--- config.mk ---
export PLATFORM = sky130hd
export DESIGN_NAME = response_bus_arbiter
export DESIGN_NICKNAME = d
export VERILOG_FILES = /design/src/rtl/bus_package.sv /design/src/rtl/rr_priority_picker.sv /design/src/rtl/response_bus_arbiter.sv
export SDC_FILE = /design/constraint.sdc
export NUM_CORES = 1
export LEC_CHECK = 0
export CAP_MARGIN = 20
export CORE_MARGIN = 4
export CORE_UTILIZATION = 46
export DETAILED_ROUTE_END_ITERATION = 8
export GPL_TIMING_DRIVEN = 1
export PLACE_DENSITY_LB_ADDON = 0.12
export SETUP_SLACK_MARGIN = 0.15
export SLEW_MARGIN = 20
export SYNTH_ARGS = -nofsm -noshare
export SYNTH_HDL_FRONTEND = slang
export SYNTH_SLANG_ARGS = --single-unit
--- constraint.sdc ---
create_clock -name clock -period 2.5 [get_ports clock]
set_input_delay 0.5 -clock clock [delete_from_list [all_inputs] [get_ports clock]]
set_output_delay 0.5 -clock clock [all_outputs]
set_load 0.02 [all_outputs]
--- src/rtl/bus_package.sv ---
// Shared constants for the response bus: default slave count and owner index width.
package bus_package;

    localparam int unsigned RESPONSE_SLAVES = 4;
    localparam int unsigned OWNER_WIDTH     = $clog2(RESPONSE_SLAVES);
    localparam int unsigned HOLD_CNT_WIDTH  = 8;

endpackage

--- src/rtl/rr_priority_picker.sv ---
// Combinational round-robin search: first set request after ptr, wrapping modulo N_SLAVES.
module rr_priority_picker import bus_package::*; #(
    parameter  int unsigned N_SLAVES = RESPONSE_SLAVES,
    localparam int unsigned OwnerW   = $clog2(N_SLAVES)
) (
    input  logic [N_SLAVES-1:0] req,
    input  logic [OwnerW-1:0]   ptr,
    output logic [OwnerW-1:0]   winner,
    output logic                found
);

    logic [OwnerW-1:0] idx;

    // Offsets 1..N put the previous winner (ptr) last in line.
    always_comb begin
        winner = '0;
        found  = 1'b0;
        idx    = '0;
        for (int unsigned i = 1; i <= N_SLAVES; i++) begin
            idx = OwnerW'((32'(ptr) + i) % N_SLAVES);
            if (!found && req[idx]) begin
                winner = idx;
                found  = 1'b1;
            end
        end
    end

endmodule

--- src/rtl/response_bus_arbiter.sv ---
// Round-robin owner arbitration for the shared response bus with a hold watchdog.
module response_bus_arbiter import bus_package::*; #(
    parameter  int unsigned N_SLAVES = RESPONSE_SLAVES,
    parameter  int unsigned MAX_HOLD = 16,
    localparam int unsigned OwnerW   = (N_SLAVES == RESPONSE_SLAVES) ? OWNER_WIDTH
                                                                     : $clog2(N_SLAVES)
) (
    input  logic                clock,
    input  logic                reset_n,
    input  logic [N_SLAVES-1:0] breq,
    input  logic [N_SLAVES-1:0] bhold,
    input  logic                timeout_clear,
    output logic [N_SLAVES-1:0] bgnt,
    output logic                bus_busy,
    output logic [OwnerW-1:0]   bus_owner,
    output logic                owner_valid,
    output logic                timeout
);

    typedef enum logic [1:0] {StIdle, StGrant, StBusy} state_e;

    localparam logic [HOLD_CNT_WIDTH-1:0] MaxHoldCnt = HOLD_CNT_WIDTH'(MAX_HOLD);

    state_e                    state_q;
    logic [N_SLAVES-1:0]       bgnt_q;
    logic                      busy_q;
    logic [OwnerW-1:0]         owner_q;
    logic [OwnerW-1:0]         ptr_q;
    logic                      valid_q;
    logic                      timeout_q;
    logic [HOLD_CNT_WIDTH-1:0] hold_cnt_q;

    logic [OwnerW-1:0]   pick_winner;
    logic                pick_found;
    logic [N_SLAVES-1:0] grant_vec;
    logic                owner_hold;

    // One picker serves both the idle and the release-time arbitration.
    rr_priority_picker #(
        .N_SLAVES (N_SLAVES)
    ) u_picker (
        .req    (breq),
        .ptr    (ptr_q),
        .winner (pick_winner),
        .found  (pick_found)
    );

    assign grant_vec  = N_SLAVES'(1) << pick_winner;
    assign owner_hold = bhold[owner_q];

    always_ff @(posedge clock or negedge reset_n) begin
        if (!reset_n) begin
            state_q    <= StIdle;
            bgnt_q     <= '0;
            busy_q     <= 1'b0;
            owner_q    <= '0;
            ptr_q      <= OwnerW'(N_SLAVES - 1);
            valid_q    <= 1'b0;
            timeout_q  <= 1'b0;
            hold_cnt_q <= '0;
        end else begin
            // A watchdog set further down overrides this clear.
            if (timeout_clear) begin
                timeout_q <= 1'b0;
            end
            unique case (state_q)
                StIdle: begin
                    if (pick_found) begin
                        state_q <= StGrant;
                        bgnt_q  <= grant_vec;
                        owner_q <= pick_winner;
                        ptr_q   <= pick_winner;
                        busy_q  <= 1'b1;
                    end
                end
                StGrant: begin
                    state_q    <= StBusy;
                    bgnt_q     <= '0;
                    hold_cnt_q <= '0;
                    valid_q    <= 1'b1;
                end
                StBusy: begin
                    if (owner_hold && (hold_cnt_q < MaxHoldCnt)) begin
                        if (hold_cnt_q != '1) begin
                            hold_cnt_q <= hold_cnt_q + 1'b1;
                        end
                    end else begin
                        if (owner_hold) begin
                            timeout_q <= 1'b1;
                        end
                        valid_q <= 1'b0;
                        if (pick_found) begin
                            state_q <= StGrant;
                            bgnt_q  <= grant_vec;
                            owner_q <= pick_winner;
                            ptr_q   <= pick_winner;
                        end else begin
                            state_q <= StIdle;
                            busy_q  <= 1'b0;
                        end
                    end
                end
                default: begin
                    state_q <= StIdle;
                    busy_q  <= 1'b0;
                    valid_q <= 1'b0;
                    bgnt_q  <= '0;
                end
            endcase
        end
    end

    assign bgnt        = bgnt_q;
    assign bus_busy    = busy_q;
    assign bus_owner   = owner_q;
    assign owner_valid = valid_q;
    assign timeout     = timeout_q;

endmodule

Word level (Yosys, flattened, before mapping)
Index checks and enable logic that the tools add are counted.

storage, ports and cells
  input port bits = 11
  bits in registers = 21

operators by class
  reduce and logical (&&, ||, !) cells = 15
  bitwise gates (word level) = 2
  add/sub/neg operators = 5
  order comparisons = 6
  equal/unequal tests = 8
  shifts and indexed selects = 1
  multiplexer cells = 44

operators by type and width
  cell                   count
  $mux W2                10
  $mux W1                18
  $mux W8                2
  $pmux W8 S2            1
  $lt A2 B3 Y1 const B   5
  $bmux W1 S2            5
  $ne A2 B2 Y1 const B   5
  $add A8 B1 Y8 const B  1
  $lt A8 B5 Y1 const B   1
  $mux W4                2
  $ne A8 B8 Y1 const B   1
  $pmux W2 S2            2
  $pmux W4 S2            1
  $pmux W1 S3            2
  $pmux W2 S3            1
  $reduce_and A2 Y1      3
  $add A2 B1 Y2 const B  2
  $add A2 B2 Y2 const B  2
  $logic_and A1 B1 Y1    4
  $reduce_and A4 Y1      1
  $reduce_bool A2 Y1     2
  $shl A1 B2 Y4 const A  1
  $logic_not A1 Y1       3
  $reduce_and A3 Y1      1
  other kinds (4)        5

Logic depth before layout (Yosys ltp)
  depth in word-level cells = 17
  mapped depth = 6
  depth with buffers taken out = 5

Cells and area by module
From an unflattened synthesis, not the netlist that was laid out.

second synthesis, totals
  cells, all modules = 107
  area, all modules = 1162.4 µm²

by module, submodules not included
  module                area each (µm²)  cells each  times used
  response_bus_arbiter  1071.0           93          1
  rr_priority_picker    91.3             14          1

Least setup slack after synthesis
Ideal clock, no wire load.

  path type = flip-flop to flip-flop
  start point = register hold_cnt_q[6]
  end point = register hold_cnt_q[3]
  setup slack = 609 ps
  cell stages (with the launch flop) = 6
  path buffers = 1
  clock period less this slack = 1891 ps
  arrival time = 1813 ps
  required time = 2422 ps
  cell sequence = dfrtp_1 or4_4 or3_1 buf_6 or3_1 a21boi_1

on the way
  cells in the longest elaborated chain, start to end = 4
  elaborated cells on any way between the ends = 6
  those cells by class = 1 x order compare; 3 x eq/ne; 2 x reduce/logical

RTL lines
  element                               RTL line                    source
  start, declared                       response_bus_arbiter.sv:31  logic [HOLD_CNT_WIDTH-1:0] hold_cnt_q;
  start signal, assigned                response_bus_arbiter.sv:85  hold_cnt_q <= hold_cnt_q + 1'b1;
  $lt A8 B5 Y1                          response_bus_arbiter.sv:83  if (owner_hold && (hold_cnt_q < MaxHoldCnt)) begin
  $logic_and A1 B1 Y1                   response_bus_arbiter.sv:83
  $ne A2 B2 Y1 (no source line)         n/a
  $reduce_and A3 Y1 (no source line) *  n/a

Every way passes the cells marked *; elsewhere a longest branch is shown, timed or not.
A chain may end at the register's enable or synchronous reset.

Worst setup path after layout
  start point = input port bhold[3]
  end point = register owner_q[1] (netlist: bus_owner[1])

on the way
  cells in the longest elaborated chain, start to end = 5

RTL lines
  element                             RTL line                    source
  start, declared                     response_bus_arbiter.sv:11  input logic [N_SLAVES-1:0] bhold,
  $bmux W1 S2                         response_bus_arbiter.sv:49  assign owner_hold = bhold[owner_q];
  $mux W1 (not written as such)       response_bus_arbiter.sv:49
  $logic_and A1 B1 Y1                 response_bus_arbiter.sv:83
  $ne A2 B2 Y1 (no source line)       n/a
  $reduce_and A2 Y1 (no source line)  n/a
  end signal, assigned                response_bus_arbiter.sv:71  owner_q <= pick_winner;
  end signal, assigned                response_bus_arbiter.sv:95  owner_q <= pick_winner;
  end, declared                       response_bus_arbiter.sv:27  logic [OwnerW-1:0] owner_q;

No other way between the ends. The select of a mux whose other input is x is not followed.

==> impl_metrics.py <==
metrics = {
    "global_routing": {
        "track_usage_pct": 14.7,
        "antenna_found_initial": 0,
        "grt_pass1_vias": 729,
        "grt_max_degree": 22,
        "globalRoute.totalOverflow": 0,
        "grt_pass1_wl_mm": 3.11,
    },
    "drt": {
        "ant_nets": 0,
        "drt-pass1-iter-count": 3,
        "wl_mm": 1.75,
        "drc": 0,
        "drt_iter0_drc": 6,
        "vias": 761,
        "wl_per_cell_um": 12.0,
        "viasPerCell": 5.25,
    },
    "setup_path": {
        "worstSetupPathType": "primary input to flip-flop",
        "crit_fanout": 5,
        "worstPathCellList": "clkdlybuf4s50_1 -> mux2i_1 -> o22a_1 -> nor2_1 -> nor3_2 -> mux2_2",
        "critPathMaxStageDelay_ns": 0.40,
        "cp-end-kind": "flip-flop",
        "critical_path_required_ns": 2.70,
        "arrival_ns": 2.15,
        "critPathSlowestCell": "clkdlybuf4s50_1",
        "startpoint_type": "primary input",
    },
    "clocking": {
        "cts-root-buf": "clkbuf_4",
        "post_cts_buffers": 0,
        "htreeDepth": 1,
        "insertion_delay_ns": 0.30,
        "tritoncts": "built",
        "hold_buffers": 0,
        "cts.sinks": 21,
        "clk_pin_slew_ns": 0.11,
        "numCtsBuffers": 3,
        "post_cts_resized": 0,
        "clockBufferDepth": 2,
    },
    "hold_path": {
        "min_path_type": "flip-flop to flip-flop",
    },
    "placed_design": {
        "hpwl_mm": 1.34,
        "post-place-ws_ns": 0.243,
        "place.gp.congestion": 0.718,
        "portBuffers": 19,
        "placed_cell_area_sq_um": 1240,
    },
    "finish": {
        "area_growth_pct": 26.9,
        "regArea_sq_um": 528,
        "final_area_sq_um": 1270,
        "num_antenna_cells": 0,
        "drive_gt1_share_pct": 16.1,
        "nFillCells": 176,
        "multi_input_area_sq_um": 439,
        "nNetsFinal": 131,
        "layout_common_cells": "19 x dfrtp_1, 19 x clkdlybuf4s50_1, 7 x o21ai_0, 7 x a21oi_1, 6 x nor2_1",
    },
    "pwr": {
        "combPwrFrac_pct": 45.3,
        "switching_share_pct": 36.5,
        "p_leak_nw": 0.543,
        "p_sw_uw": 486,
        "p_clk_share_pct": 11.6,
        "peakVddDrop_v": 0.000622,
        "power_frac_seq_pct": 43.0,
        "power_density_nw_per_um2": 1050,
        "p_total_mw": 1.33,
        "p_int_uw": 844,
    },
    "sta": {
        "fin_worst_skew_ns": 0.00755,
        "drv_slew": 0,
        "worst_slack_ns": 0.551,
        "fin_crit_sh_pct": 78.0,
        "hold_violations": 0,
        "clock.fmax_mhz": 513,
        "period_needed_ns": 1.95,
        "worstMarginPinSlew_ns": 0.370,
        "max_slew_margin_pct": 75.2,
        "finalSetupViolCount": 0,
        "final.setup.tns_ns": 0,
        "rsz0062_at_grt": "false",
    },
    "logic_synthesis": {
        "synthSimpleGateAreaFrac_pct": 19.3,
        "synth.ff_latch_count": 21,
        "syn_nets": 105,
        "synth_top_family_by_area": "simple AND/OR/NAND/NOR gates",
        "synth_compound_area_share_pct": 14.9,
        "synth_area_sq_um": 1000,
        "syn_inst": 93,
        "syn_avg_cell_area_sq_um": 10.8,
        "ys_seq_area_share_pct": 52.8,
        "synthMuxAreaShare_pct": 8.50,
        "ys_types": 37,
        "synth_xor_area_share_pct": 0,
        "yosys_warnings": 0,
        "synthAdderAreaFrac_pct": 1.25,
    },
    "die": {
        "die_h_um": 54.6,
        "die_area_sq_um": 2990,
        "rows": 16,
        "core_area_sq_um": 2020,
        "start_util_pct": 49.5,
        "die_w_um": 54.6,
        "boundaryPins": 20,
    },
    "job": {
        "max-cap-violations": 0,
    },
    "run_status": {
        "status": "finished clean",
    },
}
-- metrics by stage --
stage | instances | hold slack [ns] | util [%]
after global routing | 145 | 0.526 | 62.8
after global placement | 141 | 0.468 | 61.5
after floorplan | 93 | 0.204 | -
after detailed placement | 141 | 0.477 | 61.5
final | 145 | 0.492 | 62.8
after CTS | 145 | 0.504 | 62.8
-- power by group through the flow --
stage	Clock [mW]	Combinational [mW]	Sequential [mW]
after floorplan	0	0.346	0.615
after global placement	0	0.601	0.579
after detailed placement	0	0.609	0.581
after CTS	0.162	0.611	0.575
after global routing	0.178	0.669	0.596
final	0.155	0.603	0.572
-- final cells by class --
cell class,count,share of cell area (%)
Timing Repair Buffer,24,17.9
Multi-Input combinational cell,65,34.6
Tap cell,27,2.66
Sequential cell,21,41.6
Inverter,4,1.18
Clock buffer,4,2.07
-- worst max-delay path: cells and delay by family --
kind | cells | cell delay (ns)
AOI/OAI and AO/OA | 1 | 0.24
muxes | 2 | 0.54
buffers and inverters | 1 | 0.40
and+or+nand+nor | 2 | 0.47
-- synthesized netlist by cell type --
cell type | n | area (sq um)
a21oi_1 | 7 | 35.0
nor3b_1 | 1 | 7.51
a31oi_1 | 1 | 6.26
o221ai_1 | 1 | 8.76
a31o_2 | 1 | 8.76
nor3_2 | 1 | 10.0
o22a_1 | 1 | 8.76
nor3_1 | 1 | 5.00
inv_1 | 4 | 15.0
o22ai_1 | 1 | 6.26
mux2i_1 | 4 | 40.0
o21ba_2 | 1 | 10.0
or4b_1 | 1 | 10.0
nor2b_1 | 1 | 6.26
nand2b_1 | 5 | 31.3
or2b_1 | 1 | 7.51
o31ai_1 | 1 | 7.51
nand4_1 | 1 | 6.26
ha_1 | 1 | 12.5
and2_1 | 2 | 12.5
nand2_1 | 3 | 11.3
and2_2 | 1 | 7.51
nor4_1 | 1 | 6.26
nand3_1 | 2 | 10.0
or4_4 | 1 | 11.3
dfrtp_1 | 19 | 475
o211ai_1 | 1 | 7.51
dfstp_2 | 2 | 52.6
buf_6 | 1 | 11.3
nand3b_1 | 2 | 15.0
clkbuf_1 | 2 | 7.51
o21ai_0 | 7 | 35.0
nor2_1 | 6 | 22.5
a21boi_1 | 1 | 7.51
a21o_1 | 1 | 7.51
or3_1 | 2 | 12.5
mux2_2 | 4 | 45.0
-- cells by family (layout without fill, tap and decap cells) --
family / count (synthesis) / count (layout)
mux: 8 / 8
flops: 21 / 21
fa+ha+maj: 1 / 1
buf+inv: 7 / 32
simple gates: 32 / 32
compound gates: 24 / 24
-- path summary, 6_finish.rpt --
kind | start | to | slack [ns] | cells after the start
max in group asynchronous | reset_n | ptr_q[0] | 1.71 | 2
worst max register to register | bus_owner[1] | bus_owner[1] | 0.66 | 5
worst min-delay path | hold_cnt_q[4] | hold_cnt_q[4] | 0.49 | 2
worst max-delay path | bhold[3] | bus_owner[1] | 0.55 | 6
worst min register to register | hold_cnt_q[4] | hold_cnt_q[4] | 0.49 | 2
min in group asynchronous | reset_n | hold_cnt_q[3] | 0.53 | 2
-- routing by layer --
layer,vias up,routed length (um),track usage [%]
met2,17,747,21.5
met4,0,21,5.81
met3,4,116,5.18
li1,387,-,-
met5,-,0,0
met1,353,859,19.8
-- sequential cells by signal (all words and copies together), names as in the netlist --
signal and cells:
owner_valid 1, ptr_q 2, timeout 1, bus_owner 2, hold_cnt_q 8, bus_busy 1
bgnt 4, state_q 2
No activity file was read; power rests on OpenSTA's default activity.
==> variant, RTL diff (same flow settings) <==
`HOLD_CNT_WIDTH`: 8 -> 10.
--- a/src/rtl/bus_package.sv
+++ b/src/rtl/bus_package.sv
@@ -3,7 +3,7 @@
 
     localparam int unsigned RESPONSE_SLAVES = 4;
     localparam int unsigned OWNER_WIDTH     = $clog2(RESPONSE_SLAVES);
-    localparam int unsigned HOLD_CNT_WIDTH  = 8;
+    localparam int unsigned HOLD_CNT_WIDTH  = 10;
 
 endpackage
 
Function: same outputs for any inputs over 10 cycles, from zero or initial values and one cycle with reset_n low; that may be too few to reach the edited logic, so the function may still have changed.
==> variant against the original RTL <==
  * Core utilization shrank 2.6 points
  * Critical path depth fell by 5
  * Power is 8.4% higher
  * Routed wire length is 29% higher
  * Worst setup slack better by 0.052 ns
  * Non-clock buffer count is 4 lower
  * Design area is 7.9% higher
  * Global-route usage rose by 1.4 points
  * Area after synthesis increased by 12%
  * Worst hold slack improved by 0.0038 ns
  * Sequential cell count increased by 2
  * Largest power group unchanged
==> variant: results (changes against the original RTL) <==
Cells and area
The number of nets in the final layout is 142 (+8.4%). The final antenna diode count is 0 (unchanged). The number of fill cells is 191 (+8.5%). The flip-flop count of the largest register, all copies and words added was 10 (+2). The fraction of final layout cells with drive strength greater than 1 is 0.109 (-0.0525).

Placed design
The sum of net half-perimeters after detailed placement is 1690 um (+26%). The instance area after placement came to 1340 sq um (+7.9%). The setup slack after placement was 0.300 ns (+0.0569 ns).

The number of I/O port buffers came to 19 (unchanged). The routability congestion estimate came to 0.730 (+1.7%).

Drt
Signal routing reaches up to met4. The routed metal-1 wirelength came to 1060 um (+24%). The via density per instance came to 5.58 (+6.3%). The routed length on met2 is 1010 um (+35%). The number of detailed-route iterations in the first pass came to 3 (unchanged). The aggregate routed wire length came to 2250 um (+29%). The final antenna-violating net count is 0 (unchanged). The DRC violation total after the first TritonRoute iteration is 16 (+10).

The length of routed met3 wiring is 135 um (+16%).

CTS
The clock tree root buffer cell is clkbuf_4. The depth of the CTS H-tree is 1 (unchanged). The buffers inserted during post-CTS setup optimization is 0 (unchanged).

The worst-skew pair later-pin latency is 0.32 ns (+0.02 ns). The clock transition time at the flip-flop clock pins of the worst setup and hold paths is 0.12 ns.

Logic synthesis
The multiplexer share of the synthesized area is 0.102 (+0.0174). Sorting the synthesized cells by how often they occur yields dfrtp_1 (21), nand2_1 (14), mux2i_1 (7), nor2b_1 (7), nor2_1 (6). The fraction of registers with async set/reset is 1.00 (unchanged). The xor/xnor share of the synthesized area came to 0 (unchanged). The adder-cell share of the synthesized area is 0.0111 (-0.00136). The net count after synthesis is 120 (+14%). Sorting the synthesized cells by area gives the leading types as dfrtp_1 (47%), mux2i_1 (6.2%), dfstp_2 (4.7%). The number of unique standard cell types used by synthesis is 31 (-16%). The warning count from the yosys run is 0 (unchanged). The portion of the post-synthesis area used by sequential elements came to 0.514 (-0.0130).

The area fraction in compound gates after synthesis is 0.126 (-0.0229).

Global routing
The maximum number of pins on one net before global-route repair came to 24 (+9.1%). The number of global-route vias before repair is 860 (+18%). The initial antenna violation count is 0 (unchanged). The overall track demand over capacity in global routing is 0.162 (+0.0143). The global-route wire length before repair was 4110 um (+32%).

Power
The clock distribution power is 0.167 mW (+8%). The combinational group share of total power is 0.462 (+0.009). The largest vdd supply drop is 0.600 mV (-3.5%). The leakage power figure came to 0.611 nW (+12%). The internal power component was 0.879 mW (+4.1%). The total power of the final layout is 1.44 mW (+8.4%).

Setup path
The largest stage delay on the critical path is 0.63 ns (+0.23 ns). The biggest fanout along the worst timing path is 4 (-1). The kind of cell adding the most delay to the critical path is buffers and inverters.

Min path
The class of the tightest hold or removal check is flip-flop to flip-flop.

Status
The run finished with clean final reports.

Timing
The clock skew was 0.0107 ns (+0.00315 ns). The worst max-slew margin expressed relative to the limit is 0.648 (-0.104).
-- variant: cell count changes after synthesis, moves of 2 or more --
cell and change:
a21oi_1 -2, a32o_1 +4, and2_1 -2, and3_1 +2
buf_2 +2, dfrtp_1 +2, mux2i_1 +3, nand2_1 +11
nor2b_1 +6, nor3_1 +2, o21ai_0 -5
-- variant: routing by layer --
metal,global-route usage,up-vias
li1,-,429
met1,0.212,426
met2,0.242,17
met3,0.0543,4
met4,0.0695,0
met5,0,-
-- variant: metrics by stage --
stage	instances	hold WS [ns]	utilization
global placement	153	0.464	0.590
detailed placement	153	0.471	0.590
global route	157	0.525	0.602
floorplan	108	0.204	-
CTS	157	0.500	0.602
finish	157	0.496	0.602
-- variant: final timing paths --
check                      cells past startpoint  slack, ns                 startpoint                        end
max                                            1       0.60   bus_owner[1]$_DFFE_PN0P_               bus_owner[1]
min                                            2       0.50  hold_cnt_q[4]$_DFFE_PN0P_  hold_cnt_q[4]$_DFFE_PN0P_
max reg2reg                                    4       0.79   bus_owner[1]$_DFFE_PN0P_   bus_owner[1]$_DFFE_PN0P_
min reg2reg                                    2       0.50  hold_cnt_q[4]$_DFFE_PN0P_  hold_cnt_q[4]$_DFFE_PN0P_
max in group asynchronous                      2       1.68                    reset_n       ptr_q[1]$_DFFE_PN1P_
min in group asynchronous                      2       0.52                    reset_n   bus_owner[0]$_DFFE_PN0P_
-- variant: layout make-up --
type | count | area share
sequential | 23 | 0.422
multi-input combinational | 78 | 0.377
timing repair buffer | 20 | 0.144
tap | 28 | 0.0256
clock buffer | 3 | 0.0164
inverter | 4 | 0.0110
clock inverter | 1 | 0.00365
-- variant: worst min-delay path, delay by kind of cell, from the launching register on --
kind,cells,cell delay (ns)
and+or+nand+nor,1,0.05
DFF,1,0.36
AOI/OAI and AO/OA,1,0.06
